`config.mk`:
```
export PLATFORM = sky130hd
export DESIGN_NAME = mem_access_ctrl_flat
export DESIGN_NICKNAME = d
export VERILOG_FILES = /design/src/rtl/mem_access_ctrl_if.sv /design/src/rtl/mem_access_ctrl.sv /design/src/flat_wrapper.sv
export SDC_FILE = /design/constraint.sdc
export NUM_CORES = 1
export LEC_CHECK = 0
export BUFFER_PORTS_ARGS = -buffer_cell sky130_fd_sc_hd__buf_2
export CELL_PAD_IN_SITES_DETAIL_PLACEMENT = 0
export CELL_PAD_IN_SITES_GLOBAL_PLACEMENT = 2
export CORE_MARGIN = 4
export CORE_UTILIZATION = 27
export DETAILED_ROUTE_END_ITERATION = 8
export PLACE_DENSITY = 0.81
export SETUP_SLACK_MARGIN = 0.1
export SLEW_MARGIN = 10
export SYNTH_ARGS = -nofsm -noshare
export SYNTH_HDL_FRONTEND = slang
export SYNTH_SLANG_ARGS = --single-unit
```
`constraint.sdc`:
```
create_clock -name clk_i -period 1.9 [get_ports clk_i]
set_clock_uncertainty 0.2 [all_clocks]
set_input_delay 0.285 -clock clk_i [delete_from_list [all_inputs] [get_ports clk_i]]
set_output_delay 0.285 -clock clk_i [all_outputs]
set_load 0.005 [all_outputs]
```
`src/rtl/mem_access_ctrl_if.sv`:
```
// Load/store port bundle between the pipeline, the access controller and
// the data memory. The controller uses the slave view; the pipeline/memory
// side (or a bench) uses the master view.
interface mem_access_ctrl_if;
  logic        req_valid_i;
  logic        req_ready_o;
  logic        req_we_i;
  logic [31:0] req_addr_i;
  logic [31:0] req_wdata_i;
  logic [2:0]  req_funct3_i;
  logic        rsp_valid_o;
  logic [31:0] rsp_rdata_o;
  logic [1:0]  rsp_err_o;
  logic [31:0] mem_addr_o;
  logic [31:0] mem_w_data_o;
  logic        mem_w_ena_o;
  logic        mem_r_ena_o;
  logic [2:0]  mem_sign_mask_o;
  logic [31:0] mem_r_data_i;
  logic        mem_stall_i;
  logic        busy_o;

  modport slave (
    input  req_valid_i, req_we_i, req_addr_i, req_wdata_i, req_funct3_i,
    input  mem_r_data_i, mem_stall_i,
    output req_ready_o, rsp_valid_o, rsp_rdata_o, rsp_err_o,
    output mem_addr_o, mem_w_data_o, mem_w_ena_o, mem_r_ena_o, mem_sign_mask_o,
    output busy_o
  );

  modport master (
    output req_valid_i, req_we_i, req_addr_i, req_wdata_i, req_funct3_i,
    output mem_r_data_i, mem_stall_i,
    input  req_ready_o, rsp_valid_o, rsp_rdata_o, rsp_err_o,
    input  mem_addr_o, mem_w_data_o, mem_w_ena_o, mem_r_ena_o, mem_sign_mask_o,
    input  busy_o
  );
endinterface

```
`src/rtl/mem_access_ctrl.sv`:
```
// RV32I data-memory access controller. Accepts one load/store at a time,
// screens it for size/alignment/range errors, issues a single-cycle memory
// enable, then follows the responder's stall-high/stall-low handshake with a
// per-phase timeout. Every output is driven straight from a flop.
module mem_access_ctrl #(
  parameter logic [31:0] DMEM_BASE      = 32'h0000_1000,
  parameter logic [31:0] DMEM_LIMIT     = 32'h0000_1FFF,
  parameter int unsigned TIMEOUT_CYCLES = 16
) (
  input logic              clk_i,
  input logic              rst_ni,
  mem_access_ctrl_if.slave bus
);

  typedef enum logic [2:0] {
    IDLE    = 3'd0,
    ISSUE   = 3'd1,
    WAIT_HI = 3'd2,
    WAIT_LO = 3'd3,
    RESP    = 3'd4
  } state_e;

  localparam logic [1:0] ERR_OK      = 2'b00;
  localparam logic [1:0] ERR_ALIGN   = 2'b01;
  localparam logic [1:0] ERR_RANGE   = 2'b10;
  localparam logic [1:0] ERR_TIMEOUT = 2'b11;

  // Last counter value of a wait phase; the phase lasts TIMEOUT_CYCLES cycles.
  localparam logic [7:0] CNT_LAST = 8'(TIMEOUT_CYCLES - 32'd1);

  // Loads allow 000/001/010/100/101; stores allow 000/001/010 only.
  function automatic logic funct3_illegal(input logic we, input logic [2:0] f3);
    logic bad;
    if (we) begin
      bad = (f3 > 3'b010);
    end else begin
      bad = (f3 == 3'b011) || (f3 == 3'b110) || (f3 == 3'b111);
    end
    return bad;
  endfunction

  // funct3[1:0] encodes the access size: 00 byte, 01 half, 10 word.
  function automatic logic misaligned(input logic [2:0] f3, input logic [1:0] a);
    logic bad;
    case (f3[1:0])
      2'b01:   bad = a[0];
      2'b10:   bad = (a != 2'b00);
      default: bad = 1'b0;
    endcase
    return bad;
  endfunction

  // Outside the data window is an error, except stores into the LED region.
  function automatic logic out_of_range(input logic we, input logic [31:0] a);
    logic bad;
    if ((a < DMEM_BASE) || (a > DMEM_LIMIT)) begin
      bad = !(we && !a[31] && a[13]);
    end else begin
      bad = 1'b0;
    end
    return bad;
  endfunction

  state_e      state_r, state_nxt_s;
  logic [7:0]  cnt_r, cnt_nxt_s;
  logic [1:0]  acc_err_s;
  logic        accept_s;
  logic        rsp_load_s;
  logic [1:0]  rsp_err_nxt_s;
  logic [31:0] rsp_rdata_nxt_s;

  logic        we_r;
  logic [31:0] addr_r;
  logic [31:0] wdata_r;
  logic [2:0]  funct3_r;

  logic        ready_r;
  logic        rsp_valid_r;
  logic        w_ena_r;
  logic        r_ena_r;
  logic        busy_r;
  logic [1:0]  rsp_err_r;
  logic [31:0] rsp_rdata_r;

  // Classify the incoming request; alignment/size errors take precedence over range.
  always_comb begin
    acc_err_s = ERR_OK;
    if (funct3_illegal(bus.req_we_i, bus.req_funct3_i) ||
        misaligned(bus.req_funct3_i, bus.req_addr_i[1:0])) begin
      acc_err_s = ERR_ALIGN;
    end else if (out_of_range(bus.req_we_i, bus.req_addr_i)) begin
      acc_err_s = ERR_RANGE;
    end else begin
      acc_err_s = ERR_OK;
    end
  end

  // Next-state logic plus the response value to latch when entering RESP.
  always_comb begin
    state_nxt_s     = state_r;
    accept_s        = 1'b0;
    rsp_load_s      = 1'b0;
    rsp_err_nxt_s   = ERR_OK;
    rsp_rdata_nxt_s = 32'h0000_0000;
    case (state_r)
      IDLE: begin
        if (bus.req_valid_i && ready_r) begin
          accept_s = 1'b1;
          if (acc_err_s != ERR_OK) begin
            state_nxt_s   = RESP;
            rsp_load_s    = 1'b1;
            rsp_err_nxt_s = acc_err_s;
          end else begin
            state_nxt_s = ISSUE;
          end
        end else begin
          state_nxt_s = IDLE;
        end
      end
      ISSUE: begin
        state_nxt_s = WAIT_HI;
      end
      WAIT_HI: begin
        if (bus.mem_stall_i) begin
          state_nxt_s = WAIT_LO;
        end else if (cnt_r >= CNT_LAST) begin
          state_nxt_s   = RESP;
          rsp_load_s    = 1'b1;
          rsp_err_nxt_s = ERR_TIMEOUT;
        end else begin
          state_nxt_s = WAIT_HI;
        end
      end
      WAIT_LO: begin
        if (!bus.mem_stall_i) begin
          state_nxt_s     = RESP;
          rsp_load_s      = 1'b1;
          rsp_err_nxt_s   = ERR_OK;
          rsp_rdata_nxt_s = we_r ? 32'h0000_0000 : bus.mem_r_data_i;
        end else if (cnt_r >= CNT_LAST) begin
          state_nxt_s   = RESP;
          rsp_load_s    = 1'b1;
          rsp_err_nxt_s = ERR_TIMEOUT;
        end else begin
          state_nxt_s = WAIT_LO;
        end
      end
      RESP: begin
        state_nxt_s = IDLE;
      end
      default: begin
        state_nxt_s = IDLE;
      end
    endcase
  end

  // Wait-phase counter: zero on entering a phase, counts while staying in it.
  always_comb begin
    if ((state_nxt_s == state_r) && ((state_r == WAIT_HI) || (state_r == WAIT_LO))) begin
      cnt_nxt_s = cnt_r + 8'd1;
    end else begin
      cnt_nxt_s = 8'd0;
    end
  end

  // State and wait counter registers.
  always_ff @(posedge clk_i or negedge rst_ni) begin
    if (!rst_ni) begin
      state_r <= IDLE;
      cnt_r   <= 8'd0;
    end else begin
      state_r <= state_nxt_s;
      cnt_r   <= cnt_nxt_s;
    end
  end

  // Capture the accepted request; held until the next acceptance.
  always_ff @(posedge clk_i or negedge rst_ni) begin
    if (!rst_ni) begin
      we_r     <= 1'b0;
      addr_r   <= 32'h0000_0000;
      wdata_r  <= 32'h0000_0000;
      funct3_r <= 3'b000;
    end else if (accept_s) begin
      we_r     <= bus.req_we_i;
      addr_r   <= bus.req_addr_i;
      wdata_r  <= bus.req_wdata_i;
      funct3_r <= bus.req_funct3_i;
    end
  end

  // Response payload, updated only on entry to RESP and held afterwards.
  always_ff @(posedge clk_i or negedge rst_ni) begin
    if (!rst_ni) begin
      rsp_err_r   <= ERR_OK;
      rsp_rdata_r <= 32'h0000_0000;
    end else if (rsp_load_s) begin
      rsp_err_r   <= rsp_err_nxt_s;
      rsp_rdata_r <= rsp_rdata_nxt_s;
    end
  end

  // State-decoded strobes, registered from the next state so they align with it.
  always_ff @(posedge clk_i or negedge rst_ni) begin
    if (!rst_ni) begin
      ready_r     <= 1'b0;
      rsp_valid_r <= 1'b0;
      w_ena_r     <= 1'b0;
      r_ena_r     <= 1'b0;
      busy_r      <= 1'b0;
    end else begin
      // ISSUE is only reachable from an acceptance, so req_we_i is the live request.
      ready_r     <= (state_nxt_s == IDLE);
      rsp_valid_r <= (state_nxt_s == RESP);
      w_ena_r     <= (state_nxt_s == ISSUE) && bus.req_we_i;
      r_ena_r     <= (state_nxt_s == ISSUE) && !bus.req_we_i;
      busy_r      <= (state_nxt_s == ISSUE) || (state_nxt_s == WAIT_HI) ||
                     (state_nxt_s == WAIT_LO);
    end
  end

  assign bus.req_ready_o     = ready_r;
  assign bus.rsp_valid_o     = rsp_valid_r;
  assign bus.rsp_rdata_o     = rsp_rdata_r;
  assign bus.rsp_err_o       = rsp_err_r;
  assign bus.mem_addr_o      = addr_r;
  assign bus.mem_w_data_o    = wdata_r;
  assign bus.mem_w_ena_o     = w_ena_r;
  assign bus.mem_r_ena_o     = r_ena_r;
  assign bus.mem_sign_mask_o = funct3_r;
  assign bus.busy_o          = busy_r;

endmodule
```
`src/flat_wrapper.sv`:
```
// flat-port wrapper written by rule: the top's interface ports become plain ports
module mem_access_ctrl_flat 
#(
  parameter logic [31:0] DMEM_BASE      = 32'h0000_1000,
  parameter logic [31:0] DMEM_LIMIT     = 32'h0000_1FFF,
  parameter int unsigned TIMEOUT_CYCLES = 16
)
  (clk_i, rst_ni, bus_req_valid_i, bus_req_we_i, bus_req_addr_i, bus_req_wdata_i, bus_req_funct3_i, bus_mem_r_data_i, bus_mem_stall_i, bus_req_ready_o, bus_rsp_valid_o, bus_rsp_rdata_o, bus_rsp_err_o, bus_mem_addr_o, bus_mem_w_data_o, bus_mem_w_ena_o, bus_mem_r_ena_o, bus_mem_sign_mask_o, bus_busy_o);
  mem_access_ctrl_if bus_i ();
  input logic clk_i;
  input logic rst_ni;
  input wire logic [$bits(bus_i.req_valid_i)-1:0] bus_req_valid_i;
  input wire logic [$bits(bus_i.req_we_i)-1:0] bus_req_we_i;
  input wire logic [$bits(bus_i.req_addr_i)-1:0] bus_req_addr_i;
  input wire logic [$bits(bus_i.req_wdata_i)-1:0] bus_req_wdata_i;
  input wire logic [$bits(bus_i.req_funct3_i)-1:0] bus_req_funct3_i;
  input wire logic [$bits(bus_i.mem_r_data_i)-1:0] bus_mem_r_data_i;
  input wire logic [$bits(bus_i.mem_stall_i)-1:0] bus_mem_stall_i;
  output wire logic [$bits(bus_i.req_ready_o)-1:0] bus_req_ready_o;
  output wire logic [$bits(bus_i.rsp_valid_o)-1:0] bus_rsp_valid_o;
  output wire logic [$bits(bus_i.rsp_rdata_o)-1:0] bus_rsp_rdata_o;
  output wire logic [$bits(bus_i.rsp_err_o)-1:0] bus_rsp_err_o;
  output wire logic [$bits(bus_i.mem_addr_o)-1:0] bus_mem_addr_o;
  output wire logic [$bits(bus_i.mem_w_data_o)-1:0] bus_mem_w_data_o;
  output wire logic [$bits(bus_i.mem_w_ena_o)-1:0] bus_mem_w_ena_o;
  output wire logic [$bits(bus_i.mem_r_ena_o)-1:0] bus_mem_r_ena_o;
  output wire logic [$bits(bus_i.mem_sign_mask_o)-1:0] bus_mem_sign_mask_o;
  output wire logic [$bits(bus_i.busy_o)-1:0] bus_busy_o;
  assign bus_i.req_valid_i = bus_req_valid_i;
  assign bus_i.req_we_i = bus_req_we_i;
  assign bus_i.req_addr_i = bus_req_addr_i;
  assign bus_i.req_wdata_i = bus_req_wdata_i;
  assign bus_i.req_funct3_i = bus_req_funct3_i;
  assign bus_i.mem_r_data_i = bus_mem_r_data_i;
  assign bus_i.mem_stall_i = bus_mem_stall_i;
  assign bus_req_ready_o = bus_i.req_ready_o;
  assign bus_rsp_valid_o = bus_i.rsp_valid_o;
  assign bus_rsp_rdata_o = bus_i.rsp_rdata_o;
  assign bus_rsp_err_o = bus_i.rsp_err_o;
  assign bus_mem_addr_o = bus_i.mem_addr_o;
  assign bus_mem_w_data_o = bus_i.mem_w_data_o;
  assign bus_mem_w_ena_o = bus_i.mem_w_ena_o;
  assign bus_mem_r_ena_o = bus_i.mem_r_ena_o;
  assign bus_mem_sign_mask_o = bus_i.mem_sign_mask_o;
  assign bus_busy_o = bus_i.busy_o;
  mem_access_ctrl #(.DMEM_BASE(DMEM_BASE), .DMEM_LIMIT(DMEM_LIMIT), .TIMEOUT_CYCLES(TIMEOUT_CYCLES)) u_core (.clk_i(clk_i), .rst_ni(rst_ni), .bus(bus_i));
endmodule
```
==> flow_summary.ini, run 1 <==
[outcome]
outcome = finished, violations left
failed_checks = negative setup slack

[placement]
io_buffer_count = 209
placedCellCount = 753
dp_hpwl_um = 9110
routabilityCongestion = 0.829
placed_cell_area_mm2 = 0.00629

[cells_and_area]
syn_to_final_growth_pct = 86.4
post-route-cell-area_mm2 = 0.00853
layout.nets = 788
seq_area_mm2 = 0.00295
drive_gt1_share_pct = 56.8
multi_input_area_mm2 = 0.00181
n_fill_cell = 1431
stdcell_count = 912
num_antenna_cells = 0

[synth]
yosys.area_share.simple_pct = 6.02
yosysTopAreaCell = dfrtp_1
synth_area_mm2 = 0.00457
synth_async_sr_flop_share_pct = 100
ys_top_cells_by_area = dfrtp_1, mux2_2, mux2_1
synth_cell_types = 39
synth_compound_area_share_pct = 8.53
syn_area_per_cell_um2 = 15.1
synth_xor_area_share_pct = 0.574
yosys.area.top_type_share_pct = 64.6
synth_fa_ha_area_share_pct = 1.09
post_synth_inst_count = 302
synth_ff_type = dfrtp_1
synth_mux_area_share_pct = 16.7
yosysWarnings = 0
ys_ff_latch = 118
synth_edf_count = 0
synth_top_family_by_area = multiplexers
seq_area_frac_synth_pct = 64.6

[global_route]
grt_pass1_vias = 4420
use_met1_pct = 18.0
met2_usage_pct = 26.9
grt_max_degree = 36
antenna_found_initial = 1
grt_usage_pct = 15.5
grt.busiest_layer = met2
grt_pass1_wl_um = 23600
use_met3_pct = 4.77
overflow = 0

[route]
dr.first_iter.drc_count = 96
wl_per_cell_um = 16.1
drcViolationCount = 0
vias = 3994
totalWireLength_um = 14700
routed_via_density = 4.38
firstDrtPassIters = 4
ant_nets = 0

[min_path]
min_path_type = input pin to register
holdCritStartpoint = bus_req_addr_i[30]
worstHoldEndpoint = u_core.bus.mem_addr_o[30]
hold_depth = 3

[floorplan]
io-pin-count = 210
fp.dieW_um = 138
die_y_um = 138
coreArea_mm2 = 0.0166
start_util_pct = 27.6
die_area_mm2 = 0.0191
row_count = 47

[sta]
fin_crit_ps = 2050
slew_viol_final = 0
period_share_pct = 108
hold_viol_final = 0
setup_ws_ps = -151
setup_viol = 96
max_freq_ghz = 0.488
rsz0062_at_grt = true

[critical_path]
critical_path.top_delay_family = buffers and inverters
max_stage_delay_ps = 420
crit_chain = buf_4 -> buf_4 -> and2b_2 -> o21a_1 -> nor3_4 -> buf_4 -> buf_4 -> a221o_1
cp_max_fo = 3
r2r.worst_path.cells = 8
crit_path_frequent_cell = buf_4
slowest_stage = dfrtp_1
worst_ep_required_time_ps = 1980
crit_buf_inv = 4
r2r_slack_ps = -150
reg2reg_from = u_core.state_r[2]
end_kind = register
timing.rr.end = u_core.bus.rsp_err_o[1]
critPathLaunchType = register
crit_type = register to register
worst_ep_arrival_time_ps = 2130

[power]
p_leak_nw = 4.36
power_switching_w = 0.00315
vdd_drop_max_uv = 646
cellPowerDensity_mw_per_mm2 = 1370
p_int_w = 0.00850
combPwrFrac_pct = 39.9
pwr-share-seq_pct = 32.5
swShare_pct = 27.1
p_clk_share_pct = 27.7

[clock_tree]
insertion_delay_ps = 400
cts-root-buf = clkbuf_16
clk_pin_slew_worst_paths_ps = 50
clock_sinks = 118
clockBufferDepth = 2
cts_tree = built
cts_made_buffers = 17
cts_max_level = 4

[flow_run]
max_cap_violations = 0
==> per-layer routing <==
metal	wire, um	share of wire [%]	up-vias
met3	834	5.7	22
li1	-	-	1855
met5	13	0.089	-
met4	317	2.2	2
met1	5890	40	1973
met2	7620	52	142
==> power by group through the flow <==
stage	clock network (W)	logic [W]	registers [W]
floorplan	0	0.00174	0.00384
detailed placement	0	0.00318	0.00379
global route	0.00342	0.00495	0.00389
global placement	0	0.00313	0.00376
finish	0.00322	0.00465	0.00378
CTS	0.00330	0.00457	0.00378
==> synth_stat cells (3+ instances only) <==
cell type  number
a21oi_1         3
a22o_1         31
buf_2           7
buf_6           3
clkbuf_1        3
dfrtp_1       118
ha_1            4
inv_1           6
mux2_1         30
mux2_2         38
nand2_1         5
nand3_1         4
nor2_1         10
nor4_1          4
o21ai_0         4
==> layout by cell type (no fill, tap or decap), types with 3 or more instances in the layout <==
master and instances:
ha_1 3, buf_6 11, dlygate4sd3_1 95, nand2_1 4, a22o_1 31, dfrtp_1 118, nor4_4 3, buf_4 33
clkbuf_16 20, inv_1 6, mux2_4 63, clkinv_2 4, conb_1 4, buf_16 6, clkbuf_8 3, nand3_1 3
nor2_1 9, buf_2 208, nor4_1 4, buf_12 11, mux2_2 5, bufinv_16 3
==> layout make-up <==
cell class	count	share of cell area, %
Inverter	8	0.382
Timing Repair Buffer	369	33.5
Sequential cell	118	34.6
Clock inverter	9	1.47
Clock buffer	22	5.56
Tap cell	220	3.23
Multi-Input combinational cell	166	21.3
==> how the worst max path moves through the flow <==
| stage | startpoint | endpoint | slack [ps] | depth (start not counted) |
|---|---|---|---|---|
| floorplan | u_core.cnt_r[7] | u_core.bus.rsp_rdata_o[0] | -30 | 6 |
| global placement | bus_req_addr_i[16] | u_core.bus.req_ready_o | -290 | 8 |
| detailed placement | bus_req_addr_i[16] | u_core.bus.req_ready_o | -320 | 8 |
| CTS | u_core.cnt_r[5] | u_core.bus.req_ready_o | -170 | 8 |
| global route | u_core.cnt_r[7] | u_core.bus.rsp_rdata_o[5] | -230 | 7 |
| finish | u_core.state_r[2] | u_core.bus.rsp_err_o[1] | -150 | 8 |
==> cell families after synthesis <==
family                   Yosys count
flip-flops                       118
multiplexers                      68
AO/OA/AOI/OAI                     47
AND/OR/NAND/NOR                   40
buffers and inverters             21
adder cells (fa/ha/maj)            4
XOR/XNOR                           3
other                              1
==> registers in the layout, indices dropped and copies added, names as in the netlist <==
register,count
u_core.bus.busy_o,1
u_core.bus.mem_addr_o,32
u_core.bus.mem_r_ena_o,1
u_core.bus.mem_sign_mask_o,3
u_core.bus.mem_w_data_o,32
u_core.bus.mem_w_ena_o,1
u_core.bus.req_ready_o,1
u_core.bus.rsp_err_o,2
u_core.bus.rsp_rdata_o,32
u_core.bus.rsp_valid_o,1
u_core.cnt_r,8
u_core.state_r,3
u_core.we_r,1
==> metrics by stage <==
step | hold slack [ps] | power (W) | utilization (%) | worst slack (ps) | TNS, ps
finish | 23.7 | 0.0117 | 51.4 | -151 | -5870
detailed placement | 10.9 | 0.00697 | 37.9 | -322 | -14110
floorplan | -211 | 0.00559 | - | -33.3 | -885
CTS | 4.45 | 0.0116 | 50.9 | -172 | -8810
global route | 18.6 | 0.0123 | 51.4 | -232 | -13410
global placement | 11.6 | 0.00688 | 37.9 | -290 | -12340
==> worst reg2reg max path: cells and delay by family (launching register included) <==
family | cells | cell delay [ps]
AOI/OAI and AO/OA | 2 | 490
DFF | 1 | 420
and+or+nand+nor | 2 | 260
buffers and inverters | 4 | 580
==> what timing repair did <==
item,4_1_cts,5_1_grt
endpoints found under the hold margin,212,0
buffers inserted,16,9
pin swaps,6,22
hold buffers,95,0
gates cloned,10,3
setup endpoints to repair,106,113
resized for setup,57,18
Note: power is estimated with default switching activity, not from simulation.
==> run 2: changes to the inputs <==
--- a/config.mk
+++ b/config.mk
@@ -5,11 +5,12 @@
 export SDC_FILE = /design/constraint.sdc
 export NUM_CORES = 1
 export LEC_CHECK = 0
+export ABC_AREA = 1
 export BUFFER_PORTS_ARGS = -buffer_cell sky130_fd_sc_hd__buf_2
 export CELL_PAD_IN_SITES_DETAIL_PLACEMENT = 0
 export CELL_PAD_IN_SITES_GLOBAL_PLACEMENT = 2
 export CORE_MARGIN = 4
-export CORE_UTILIZATION = 27
+export CORE_UTILIZATION = 24
 export DETAILED_ROUTE_END_ITERATION = 8
 export PLACE_DENSITY = 0.81
 export SETUP_SLACK_MARGIN = 0.1
==> run 2 against run 1 <==
Net effect: the flow now finishes without violations; routed wire length up 2.5%; synthesized cell count up 80%; setup slack better by 200 ps; critical path type is now input pin to register; critical endpoint is now u_core.bus.rsp_rdata_o[5]; largest cell class unchanged; largest power group is now registers.
==> flow_summary.ini, run 2 <==
[outcome]
outcome = finished clean

[global_route]
overflow = 0
grt_pass1_wl_um = 23700
grt_usage_pct = 13.5
grt_pass1_vias = 4773
grt_max_degree = 50
antenna_found_initial = 1

[power]
cellPowerDensity_mw_per_mm2 = 1200
vdd_drop_max_uv = 597
p_leak_nw = 4.44

[placement]
dp_hpwl_um = 10100
placed_cell_area_mm2 = 0.00632
routabilityCongestion = 0.746
io_buffer_count = 209
dp_slack_ps = -4.93

[cells_and_area]
final_cell_mix = nand2_1, buf_2, dfrtp_1
syn_to_final_growth_pct = 65.6
layout_commonest_cell = nand2_1
num_antenna_cells = 0
post-route-cell-area_mm2 = 0.00797
layout.nets = 984
n_fill_cell = 1946
fin_util_pct = 40.7
multi_input_area_mm2 = 0.00170
drive_gt1_share_pct = 32.6
seq_area_mm2 = 0.00295

[min_path]
min_path_type = input pin to register
holdCritStartpoint = bus_req_valid_i

[synth]
yosysWarnings = 0
synth_commonest_cells = nand2_1, dfrtp_1, nand3_1
ys_top_cells_by_area = dfrtp_1, nand2_1, nand3_1
ys_ff_latch = 118
post_synth_inst_count = 544
seq_area_frac_synth_pct = 61.3
synth_async_sr_flop_share_pct = 100
synth_ff_type = dfrtp_1
syn_area_per_cell_um2 = 8.85
synthMostInstantiatedCell = nand2_1
yosysTopAreaCell = dfrtp_1
yosys.area.top_type_share_pct = 61.3
synth_edf_count = 0
synth_cell_types = 27
synth_area_mm2 = 0.00481

[critical_path]
worst_ep_arrival_time_ps = 1990
critical_path.top_delay_family = buffers and inverters
critPathLaunchType = input pin
slowest_stage = dlygate4sd3_1
max_stage_delay_ps = 550
crit_chain = dlygate4sd3_1 -> buf_2 -> inv_1 -> nand2_1 -> nand3_1 -> nand3_1 -> nand2_1 -> inv_2 -> nor2_8 -> clkbuf_16 -> nand3_1 -> nand2_1
reg2reg_from = u_core.cnt_r[0]
worstSetupStartpoint = bus_req_funct3_i[2]
crit_buf_inv = 5
worst_ep_required_time_ps = 2040
cp_max_fo = 12
r2r_slack_ps = 90
crit_type = input pin to register
end_kind = register

[sta]
hold_viol_final = 0
max_slew_margin_pct = 66.6
setup_ws_ps = 48.9
tightest_slew_ps = 501
rsz0062_at_grt = true
slew_viol_final = 0
period_share_pct = 97.4
setup_viol = 0
fin_crit_ps = 1850
max_freq_ghz = 0.540
setup_tns_ps = 0

[clock_tree]
clock_sinks = 118
cts-root-buf = clkbuf_16
clockBufferDepth = 2
cts_max_level = 4
insertion_delay_ps = 400
cts_made_buffers = 17
cts_tree = built
clk_pin_slew_worst_paths_ps = 50

[flow_run]
max_cap_violations = 0

[floorplan]
coreArea_mm2 = 0.0196
io-pin-count = 210
die_area_mm2 = 0.0224
start_util_pct = 24.6
die_y_um = 150
row_count = 51
fp.dieW_um = 150

[route]
vias = 4570
ant_nets = 0
dr.first_iter.drc_count = 131
wl_per_cell_um = 13.0
routed_via_density = 3.96
firstDrtPassIters = 4
drcViolationCount = 0
totalWireLength_um = 15100
[run 2: changes by cell type after synthesis, moves of 8 or more]
cell | previous run | this run
nor2_1 | 10 | 26
inv_1 | 6 | 26
mux2_1 | 30 | 0
mux2_2 | 38 | 0
o21ai_0 | 4 | 12
nand2_1 | 5 | 273
a22o_1 | 31 | 0
nand3_1 | 4 | 35
nand3_2 | 0 | 9
[run 2: kinds of logic after synthesis]
kind of cell / synth area share [%]
adder cells (fa/ha/maj): 1.04
buffers and inverters: 4.91
XOR/XNOR: 0.364
AO/OA/AOI/OAI: 1.53
other: 0.0779
AND/OR/NAND/NOR: 30.7
flip-flops: 61.3
[run 2: worst min-delay path, stage by stage]
cell and delay (ps):
buf_2 110, nand4_4 120, nand2_1 60, nand2_1 50
[run 2: final cells by class]
class,instances,area share [%]
flip-flops and latches,118,37.0
inverters,29,1.37
clock buffers,22,5.70
well taps,265,4.16
repair buffers,333,29.4
multi-input cells,377,21.3
clock inverters,10,1.02
[run 2: final timing paths]
path | endpoint | cells past startpoint
setup / recovery | u_core.bus.rsp_rdata_o[5] | 12
hold / removal | u_core.bus.mem_w_data_o[2] | 4
setup reg to reg | u_core.bus.rsp_rdata_o[5] | 9
hold reg to reg | u_core.bus.mem_w_data_o[2] | 2
max in group asynchronous | u_core.bus.mem_r_ena_o | 3
min in group asynchronous | u_core.bus.mem_addr_o[24] | 2
[run 2: per-layer routing]
layer | up-vias | share of wire [%] | track usage (%)
li1 | 2338 | - | -
met1 | 2066 | 42 | 16.2
met2 | 136 | 49 | 22.1
met3 | 28 | 6.1 | 4.45
met4 | 2 | 2.7 | 5.63
met5 | - | 0.047 | 0
[run 2: repair_timing]
item	CTS	global route
endpoints found under the hold margin	218	0
resized for setup	1	14
hold buffers	100	0
setup endpoints to repair	38	49
pin swaps	0	5
buffers inserted	0	1
gates cloned	0	2
[run 2: where the power goes]
group / internal, W / switching [W]
clock: 0.00181 / 0.00110
combinational: 0.00134 / 0.00163
sequential: 0.00329 / 0.000403
total: 0.00643 / 0.00314
[run 2: metrics by stage]
step                      power (W)  hold slack, ps  std cells
final                       0.00957            55.1       1154
after global routing         0.0103            72.1       1154
after CTS                   0.00965            43.1       1151
after detailed placement    0.00650            17.1       1019
after global placement      0.00649            16.5       1019
after floorplan             0.00507            -211        547
==> run 3: changes to the inputs <==
--- a/config.mk
+++ b/config.mk
@@ -9,10 +9,11 @@
 export BUFFER_PORTS_ARGS = -buffer_cell sky130_fd_sc_hd__buf_2
 export CELL_PAD_IN_SITES_DETAIL_PLACEMENT = 0
 export CELL_PAD_IN_SITES_GLOBAL_PLACEMENT = 2
+export CORE_ASPECT_RATIO = 0.6
 export CORE_MARGIN = 4
 export CORE_UTILIZATION = 24
 export DETAILED_ROUTE_END_ITERATION = 8
-export PLACE_DENSITY = 0.81
+export PLACE_DENSITY_LB_ADDON = 0.1
 export SETUP_SLACK_MARGIN = 0.1
 export SLEW_MARGIN = 10
 export SYNTH_ARGS = -nofsm -noshare
==> run 3 against run 2 <==
Net effect: first-iteration DRC count up 37%; highest routed layer is now met4; cell area up 3.6%; cell count up 0.26%.
==> flow_summary.ini, run 3 (synthesis results as in run 2) <==
[route]
routed_via_density = 4.04
drcViolationCount = 0
totalWireLength_um = 15800
firstDrtPassIters = 4
ant_nets = 0
dr.first_iter.drc_count = 180
wl_per_cell_um = 13.6
vias = 4673

[global_route]
grt_pass1_wl_um = 25300
grt_max_degree = 71
grt.busiest_layer = met2
grt_pass1_vias = 4870
use_met3_pct = 4.89
use_met1_pct = 18.4
met2_usage_pct = 21.7
overflow = 0
antenna_found_initial = 0
grt_usage_pct = 14.0

[critical_path]
crit_buf_inv = 2
worst_ep_arrival_time_ps = 1980
critical_path.top_delay_family = simple AND/OR/NAND/NOR gates
reg2reg_from = u_core.cnt_r[1]
end_kind = register
slowest_stage = dfrtp_1
critPathLaunchType = register
crit_type = register to register
worst_ep_required_time_ps = 2050
cp_max_fo = 4
worstSetupStartpoint = u_core.cnt_r[1]
crit_chain = ha_2 -> nand3_2 -> nand4_1 -> nor2_1 -> o21ai_2 -> nor2_8 -> buf_4 -> buf_6 -> nand3_2 -> nand2_1
crit_path_frequent_cell = nand3_2
max_stage_delay_ps = 390

[placement]
placedCellCount = 1014
dp_hpwl_um = 10600
routabilityCongestion = 0.753
dp_slack_ps = 19.0
placed_cell_area_mm2 = 0.00631
io_buffer_count = 209

[cells_and_area]
layout_commonest_cell = nand2_1
stdcell_count = 1157
syn_to_final_growth_pct = 71.6
layout.nets = 986
post-route-cell-area_mm2 = 0.00826
n_fill_cell = 1910
drive_gt1_share_pct = 35.9
final_cell_mix = nand2_1, buf_2, dfrtp_1
num_antenna_cells = 0

[clock_tree]
cts_made_buffers = 17
clk_pin_slew_worst_paths_ps = 50
cts_tree = built
insertion_delay_ps = 410
clock_sinks = 118
cts-root-buf = clkbuf_16
clockBufferDepth = 2
cts_max_level = 4

[floorplan]
row_count = 39
die_area_mm2 = 0.0225
fp.dieW_um = 191
start_util_pct = 24.9
die_y_um = 118
io-pin-count = 210
coreArea_mm2 = 0.0194

[sta]
setup_viol = 0
rsz0062_at_grt = true
period_share_pct = 96.4
fin_crit_ps = 1830
max_freq_ghz = 0.546
slew_viol_final = 0
setup_tns_ps = 0
setup_ws_ps = 69.3
fin_hold_ws_ps = 77.3
hold_viol_final = 0

[outcome]
outcome = finished clean

[power]
combPwrFrac_pct = 31.3
power_switching_w = 0.00327
p_int_w = 0.00704
cellPowerDensity_mw_per_mm2 = 1250
pwr-share-seq_pct = 35.9
p_clk_share_pct = 32.8
vdd_drop_max_uv = 572
swShare_pct = 31.7
p_leak_nw = 4.55

[min_path]
holdCritStartpoint = bus_req_addr_i[24]
min_path_type = input pin to register

[flow_run]
max_cap_violations = 0
==> run 3: changes by cell type in the layout (fill, tap and decap cells not counted), sizes merged <==
cell	previous run	this run
dlymetal6s4s	0	2
bufinv	1	3
dlygate4sd3	100	98
clkbuf	24	27
clkinv	8	4
buf	231	232
==> run 3: area by class of cell <==
cell class	count	area (um^2)	share of cell area [%]
repair buffers	335	2420	29.3
clock buffers	24	512	6.19
well taps	266	333	4.03
multi-input cells	377	1810	21.9
inverters	29	114	1.38
clock inverters	8	118	1.42
flip-flops and latches	118	2950	35.7
==> run 3: worst paths after layout <==
check	end	slack (ps)	cells past startpoint
min in group asynchronous	u_core.bus.mem_addr_o[3]	230	3
worst min register to register	u_core.bus.mem_w_data_o[14]	270	2
max in group asynchronous	u_core.bus.rsp_rdata_o[4]	900	3
worst max-delay path	u_core.bus.rsp_err_o[0]	70	10
worst min-delay path	u_core.bus.mem_addr_o[24]	80	4
worst max register to register	u_core.bus.rsp_err_o[0]	70	10
==> run 3: what timing repair did <==
item | in CTS | in global routing
buffers inserted | 2 | 5
hold buffers | 100 | 0
hold endpoints to repair | 218 | 0
setup endpoints to repair | 35 | 45
pin swaps | 0 | 13
cloned | 0 | 4
resized for setup | 0 | 50
==> run 3: worst register-to-register path: stages (launching register included) <==
cell and delay (ps):
dfrtp_1 390, ha_2 190, nand3_2 70, nand4_1 150
nor2_1 170, o21ai_2 110, nor2_8 160, buf_4 140
buf_6 90, nand3_2 50, nand2_1 60
==> run 3: metal layers <==
layer	routed length, um	part of all wire [%]
met3	1090	6.9
met2	6970	44
met4	226	1.4
met1	7480	47
met5	0	0
==> run 3: per-stage QoR <==
stage	total power, W	util, %
after floorplan	0.00507	-
after global placement	0.00656	32.6
after detailed placement	0.00659	32.6
after CTS	0.0102	41.1
after global routing	0.0111	42.6
final	0.0103	42.6
==> run 3: power by group through the flow <==
stage | sequential (W) | clock [W] | combinational, W
2_1_floorplan | 0.00378 | 0 | 0.00129
3_5_place_dp | 0.00372 | 0 | 0.00287
6_report | 0.00370 | 0.00339 | 0.00322
3_3_place_gp | 0.00373 | 0 | 0.00283
5_1_grt | 0.00381 | 0.00360 | 0.00366
4_1_cts | 0.00371 | 0.00350 | 0.00304
